--- config.mk ---
export PLATFORM = sky130hd
export DESIGN_NAME = enc4to2_queue
export DESIGN_NICKNAME = d
export VERILOG_FILES = /design/src/rtl/enc4to2_queue.sv
export SDC_FILE = /design/constraint.sdc
export NUM_CORES = 1
export LEC_CHECK = 0
export ABC_AREA = 1
export ABC_CLOCK_PERIOD_IN_PS = 850
export CORE_AREA = 2 2 39 41
export DETAILED_ROUTE_END_ITERATION = 10
export DIE_AREA = 0 0 41 43
export GPL_ROUTABILITY_DRIVEN = 1
export PLACE_DENSITY = 0.58
export SLEW_MARGIN = 10
export SYNTH_ARGS = -nofsm -noshare
export SYNTH_HDL_FRONTEND = slang
export SYNTH_SLANG_ARGS = --single-unit
--- constraint.sdc ---
create_clock -name clk_i -period 0.85 [get_ports clk_i]
set_input_delay 0.17 -clock clk_i [delete_from_list [all_inputs] [get_ports clk_i]]
set_output_delay 0.17 -clock clk_i [all_outputs]
set_load 0.1 [all_outputs]
--- src/rtl/enc4to2_queue.sv ---
// Sequential 4-to-2 request encoder: captures request lines into a pending set and
// issues one 2-bit index per grant on a valid/ready port. Define ENC4TO2_ROUND_ROBIN_EN for rotating priority.
module enc4to2_queue (
   input  logic       clk_i,
   input  logic       resetn_i,
   input  logic       en_i,
   input  logic [0:3] w_i,
   input  logic       ready_i,
   output logic [1:0] y_o,
   output logic       valid_o,
   output logic       z_o
);

   logic [0:3] pend_q, pend_d;
   logic [1:0] y_q, y_d;
   logic       valid_q, valid_d;
   logic       z_q, z_d;
   logic [0:3] cand;
   logic       loadable;
   logic       found;
   logic [1:0] sel;
`ifdef ENC4TO2_ROUND_ROBIN_EN
   logic [1:0] last_q, last_d;
   logic [1:0] idx;
`endif

   assign cand     = pend_q | (en_i ? w_i : 4'b0000);
   assign loadable = !valid_q || ready_i;

   // Choose the next index to issue from the candidate set
   always_comb begin
      found = 1'b0;
      sel   = 2'b00;
`ifdef ENC4TO2_ROUND_ROBIN_EN
      idx   = 2'b00;
      for (int k = 0; k < 4; k++) begin
         idx = last_q + 2'(k + 1);
         if (!found && cand[idx]) begin
            found = 1'b1;
            sel   = idx;
         end
      end
`else
      for (int i = 0; i < 4; i++) begin
         if (!found && cand[i]) begin
            found = 1'b1;
            sel   = 2'(i);
         end
      end
`endif
   end

   always_comb begin
      pend_d  = cand;
      valid_d = valid_q;
      y_d     = y_q;
`ifdef ENC4TO2_ROUND_ROBIN_EN
      last_d  = last_q;
`endif
      if (loadable) begin
         if (found) begin
            y_d          = sel;
            valid_d      = 1'b1;
            pend_d[sel]  = 1'b0;
`ifdef ENC4TO2_ROUND_ROBIN_EN
            last_d       = sel;
`endif
         end else begin
            valid_d = 1'b0;
         end
      end
      z_d = valid_d | (|pend_d);
   end

   always_ff @(posedge clk_i) begin
      if (!resetn_i) begin
         pend_q  <= 4'b0000;
         y_q     <= 2'b00;
         valid_q <= 1'b0;
         z_q     <= 1'b0;
`ifdef ENC4TO2_ROUND_ROBIN_EN
         last_q  <= 2'b11;
`endif
      end else begin
         pend_q  <= pend_d;
         y_q     <= y_d;
         valid_q <= valid_d;
         z_q     <= z_d;
`ifdef ENC4TO2_ROUND_ROBIN_EN
         last_q  <= last_d;
`endif
      end
   end

   assign y_o     = y_q;
   assign valid_o = valid_q;
   assign z_o     = z_q;

endmodule

Yosys cells after proc, flatten, opt, wreduce, memory -nomap -nowiden

Index checks and enable logic that the tools add are counted.

Bits in registers: 8
Input port bits: 8
Output and inout port bits: 4
Logic and storage cells: 36

Magnitude comparators: 2
Muxes and demuxes: 14
Bitwise gates (word level): 5
Reductions and logical operators: 11

Operator list:

| cell                 | number |
|---|---|
| $mux W4              | 3 |
| $mux W1              | 8 |
| $and A4 B4 Y4        | 1 |
| $logic_and A1 B1 Y1  | 4 |
| $logic_not A1 Y1     | 4 |
| $mux W2              | 2 |
| $not A4 Y4           | 1 |
| $or A4 B4 Y4         | 1 |
| $reduce_or A4 Y1     | 1 |
| $ge A3 B3 Y1 const B | 1 |
| $lt A3 B1 Y1 const B | 1 |
| $not A2 Y3           | 1 |
| $demux W1 S2         | 1 |
| $reduce_and A2 Y1    | 1 |
| $logic_or A1 B1 Y1   | 1 |
| $or A1 B1 Y1         | 1 |

Depth between registers and ports, before layout

Depth in word-level cells: 23
Gate-level depth with buffers: 7
Mapped depth without buffers: 7

Worst setup path after synthesis

Ideal clock, no wire load.

Path type: register to register
Start point: register valid_q (netlist: valid_o)
End point: register y_q[1] (netlist: y_o[1])
Setup time: 119 ps
Data arrival time: 1529 ps
Required time: 731 ps
Path slack: -798 ps
Cell stages (with the launch flop): 8
Buffers on the path: 0
Period minus slack after synthesis: 1648 ps
Cell sequence: dfxtp_1 > inv_1 > nor2_2 > nor2_4 > nand2_2 > clkinv_2 > nand2_2 > a21oi_2

Word-level cells in the longest chain between the ends: 3

Ends and longest elaborated chain:

| item                               | line | text |
|---|---|---|
| from (decl)                        | 16   | `logic valid_q, valid_d;` |
| from (signal assigned)             | 87   | `valid_q <= valid_d;` |
| $logic_not A1 Y1                   | 28   | `assign loadable = !valid_q \|\| ready_i;` |
| $logic_or A1 B1 Y1                 | 28   |  |
| $reduce_and A2 Y1 (no source line) | n/a  |  |
| to (signal assigned)               | 86   | `y_q <= y_d;` |
| to (decl)                          | 15   | `logic [1:0] y_q, y_d;` |

Every way passes these cells.
A chain may end at the register's enable or synchronous reset.

Final worst setup path

Start point: register valid_q (netlist: valid_o)
End point: output port valid_o

RTL lines:

| item      | line | text |
|---|---|---|
| to (decl) | 10   | `output logic valid_o,` |

No word-level cell between the ends.

==> impl_metrics.sql <==
INSERT INTO impl_metrics (metric_group, metric, value, unit) VALUES
('status', 'run_status', 'finished with violations', ''),
('status', 'failed_checks', 'negative setup slack', ''),
('setup_path', 'critical_path.endpoint_type', 'output port', ''),
('worst_hold_path', 'hold_class', 'primary input to register', ''),
('timing', 'post-route-period-util', '1.23', ''),
('yosys', 'mappedNetlistArea', '365', 'um2'),
('die', 'die-area', '0.00176', 'mm2'),
('yosys', 'ys.warnings.count', '0', ''),
('yosys', 'synth_cell_types', '14', ''),
('pwr', 'power_density', '1840', 'mW/mm2'),
('grt', 'initial_antenna_violation_count', '0', ''),
('timing', 'grt_setup_unrepaired', 'true', ''),
('setup_path', 'worst-setup-path-type', 'register to output port', ''),
('setup_path', 'cp-startpoint', 'valid_o', ''),
('timing', 'report.final.setup_viol', '10', ''),
('die', 'die_span_in_x', '41', 'um'),
('die', 'core_region_area', '0.00138', 'mm2'),
('setup_path', 'worst_setup_path_start_kind', 'register', ''),
('route', 'drt_first_pass_iters', '1', ''),
('cells_and_area', 'nets', '79', ''),
('clock_network', 'htree_levels', '1', ''),
('clock_network', 'clk_pin_slew_worst_paths', '60', 'ps'),
('timing', 'slew_viol_final', '0', ''),
('timing', 'hold_slack', '332', 'ps'),
('cells_and_area', 'synthToLayoutAreaGrowth', '70.5', '%'),
('timing', 'maxSlewHeadroom', '0.885', ''),
('placed_design', 'place.gp.congestion', '0.766', ''),
('die', 'placement_rows', '14', ''),
('yosys', 'avgSynthCellArea', '7.16', 'um2'),
('setup_path', 'critical_path_peak_fanout', '2', ''),
('cells_and_area', 'drive_above_1_share', '0.500', ''),
('setup_path', 'r2r_setup_slack', '-140', 'ps'),
('placed_design', 'buffer_ports.inserted', '11', ''),
('yosys', 'syn-num-nets', '59', ''),
('setup_path', 'critical-path-max-stage-delay', '350', 'ps'),
('setup_path', 'critical_path.endpoint', 'valid_o', ''),
('setup_path', 'rr_endpoint', 'pend_q[3]', ''),
('route', 'final_antenna_net_count', '0', ''),
('setup_path', 'crit_slowest_cell', 'dfxtp_4', ''),
('route', 'vias_per_cell', '4.00', ''),
('grt', 'globalRoute.totalOverflow', '0', ''),
('route', 'routed_wire_length_per_instance', '8.37', 'um'),
('route', 'postRouteWirelength', '720', 'um'),
('setup_path', 'cp_cell_sequence', 'buf_6, buf_12', ''),
('route', 'drt_first_iter_violations', '0', ''),
('setup_path', 'worstReg2RegStart', 'pend_q[0]', ''),
('timing', 'post-route-worst-setup-slack', '-193', 'ps'),
('setup_path', 'cp_num_buf_inv', '2', ''),
('placed_design', 'placed_cell_area', '571', 'um2'),
('placed_design', 'place_hpwl', '534', 'um'),
('clock_network', 'cts_buffers', '3', ''),
('setup_path', 'worst-path-stages', '2', ''),
('cells_and_area', 'n_antenna_cell', '0', ''),
('route', 'detail_route.drc_violations', '0', ''),
('grt', 'grt_first_pass_wirelength', '1240', 'um'),
('pwr', 'peakVddDrop', '0.000679', 'V'),
('clock_network', 'clk_latency', '260', 'ps'),
('clock_network', 'cts.root.buffer_cell', 'clkbuf_4', ''),
('route', 'vias', '344', ''),
('die', 'io-pin-count', '12', ''),
('timing', 'timing_worst_slew_pin_value', '172', 'ps'),
('cells_and_area', 'final_core_util', '0.450', ''),
('die', 'floorplan.initialDensity', '0.264', ''),
('grt', 'grt_start_max_net_pins', '6', ''),
('yosys', 'synth.yosys.seq_area_share', '0.438', ''),
('clock_network', 'cts_hold_buffers', '0', ''),
('timing', 'finalWorstPathRequiredPeriod', '1040', 'ps'),
('timing', 'finalClockSkew', '3.57', 'ps'),
('setup_path', 'worstPathRequired', '680', 'ps'),
('cells_and_area', 'final_cell_area', '623', 'um2'),
('setup_path', 'worst_endpoint_data_arrival_time', '870', 'ps'),
('yosys', 'ys_ff_latch', '8', ''),
('grt', 'first_global_vias', '327', ''),
('grt', 'grt_util_all_layers', '0.111', ''),
('pwr', 'leakage', '0.299', 'nW'),
('run', 'cap_viol_max_count', '0', ''),
('yosys', 'syn_inst', '51', ''),
('setup_path', 'cpLargestDelayFamily', 'flip-flops', ''),
('timing', 'hold_viol', '0', ''),
('timing', 'fmaxAchievable', '0.959', 'GHz'),
('clock_network', 'cts_tree', 'built', ''),
('clock_network', 'max-clock-path-buffers', '2', ''),
('die', 'die_height', '43', 'um'),
('setup_path', 'rr_worst_depth', '6', ''),
('clock_network', 'numClockSinks', '8', '');
[layout make-up]
type / instances / area, um2
multi-input combinational: 30 / 181
sequential: 8 / 168
clock buffer: 4 / 26.3
fill: 149 / 761
inverter: 13 / 51.3
timing repair buffer: 15 / 176
tap: 16 / 20.0
[worst register-to-register path, stage by stage (launching register included)]
cell      delay (ps)
dfxtp_1          290
inv_1             60
nand2_2           70
nor2_4           140
nand2_2          100
o211ai_1         160
inv_1             60
[through the flow]
stage                     setup TNS [ps]  cells  total power [W]  setup WS (ps)
final                              -1030     86          0.00115           -193
after global routing               -1700     86          0.00122           -233
after CTS                          -1030     86          0.00116           -192
after detailed placement           -3320     81         0.000817           -532
after global placement             -3200     81         0.000817           -507
after floorplan                    -1410     51         0.000666           -260
[flip-flops by register name, indices dropped and copies added, names as in the netlist]
signal and flops:
pend_q 4, valid_o 1, y_o 2, z_o 1
[cell usage after synthesis, drive strengths merged]
cell type	n	share of area
nand3	1	0.014
a21oi	2	0.048
clkinv	1	0.014
dfxtp	8	0.44
nor2	6	0.096
inv	12	0.12
nand2	18	0.22
o211ai	1	0.021
o21ai	1	0.014
nor3	1	0.014
[metal layers]
metal | up-vias | global-route usage | wire length [um]
met5 | - | 0 | 0
met2 | 10 | 0.159 | 346
met3 | 2 | 0.0471 | 39
li1 | 185 | - | -
met4 | 0 | 0.0800 | 10
met1 | 147 | 0.123 | 322
[what timing repair did]
action,CTS,global route
gates resized for setup,13,3
pin swaps,13,5
setup endpoints to repair,11,11
buffers inserted,1,0
[power by group]
group          internal, W  leakage (nW)  switching [W]  total (W)
registers         0.000405        0.0672      0.0000190   0.000424
logic             0.000157         0.216       0.000248   0.000405
clock network     0.000180        0.0150       0.000137   0.000317
total             0.000743         0.299       0.000403    0.00115
[logic make-up after synthesis]
kind of cell           synth area share
buffers and inverters             0.137
AO/OA/AOI/OAI                    0.0822
flip-flops                        0.438
AND/OR/NAND/NOR                   0.342
[cell usage in the layout, fill, tap and decap left out, types with 2 or more instances in the layout]
master / instances
dlygate4sd2_1: 6
nand2_1: 11
dfxtp_1: 4
nor2_1: 2
dfxtp_2: 3
inv_2: 4
a21oi_2: 2
nor2_4: 3
nand2_2: 7
buf_12: 4
clkbuf_4: 3
buf_4: 3
inv_1: 8
[worst min path at each step]
stage,slack (ps),endpoint,start,cells after the start
after floorplan,290,valid_o,resetn_i,2
after global placement,480,y_o[0],y_o[0],2
after detailed placement,480,y_o[1],y_o[1],2
after CTS,330,pend_q[0],ready_i,4
after global routing,340,pend_q[0],ready_i,4
final,330,pend_q[0],ready_i,4
(Power assumes the default switching activity.)
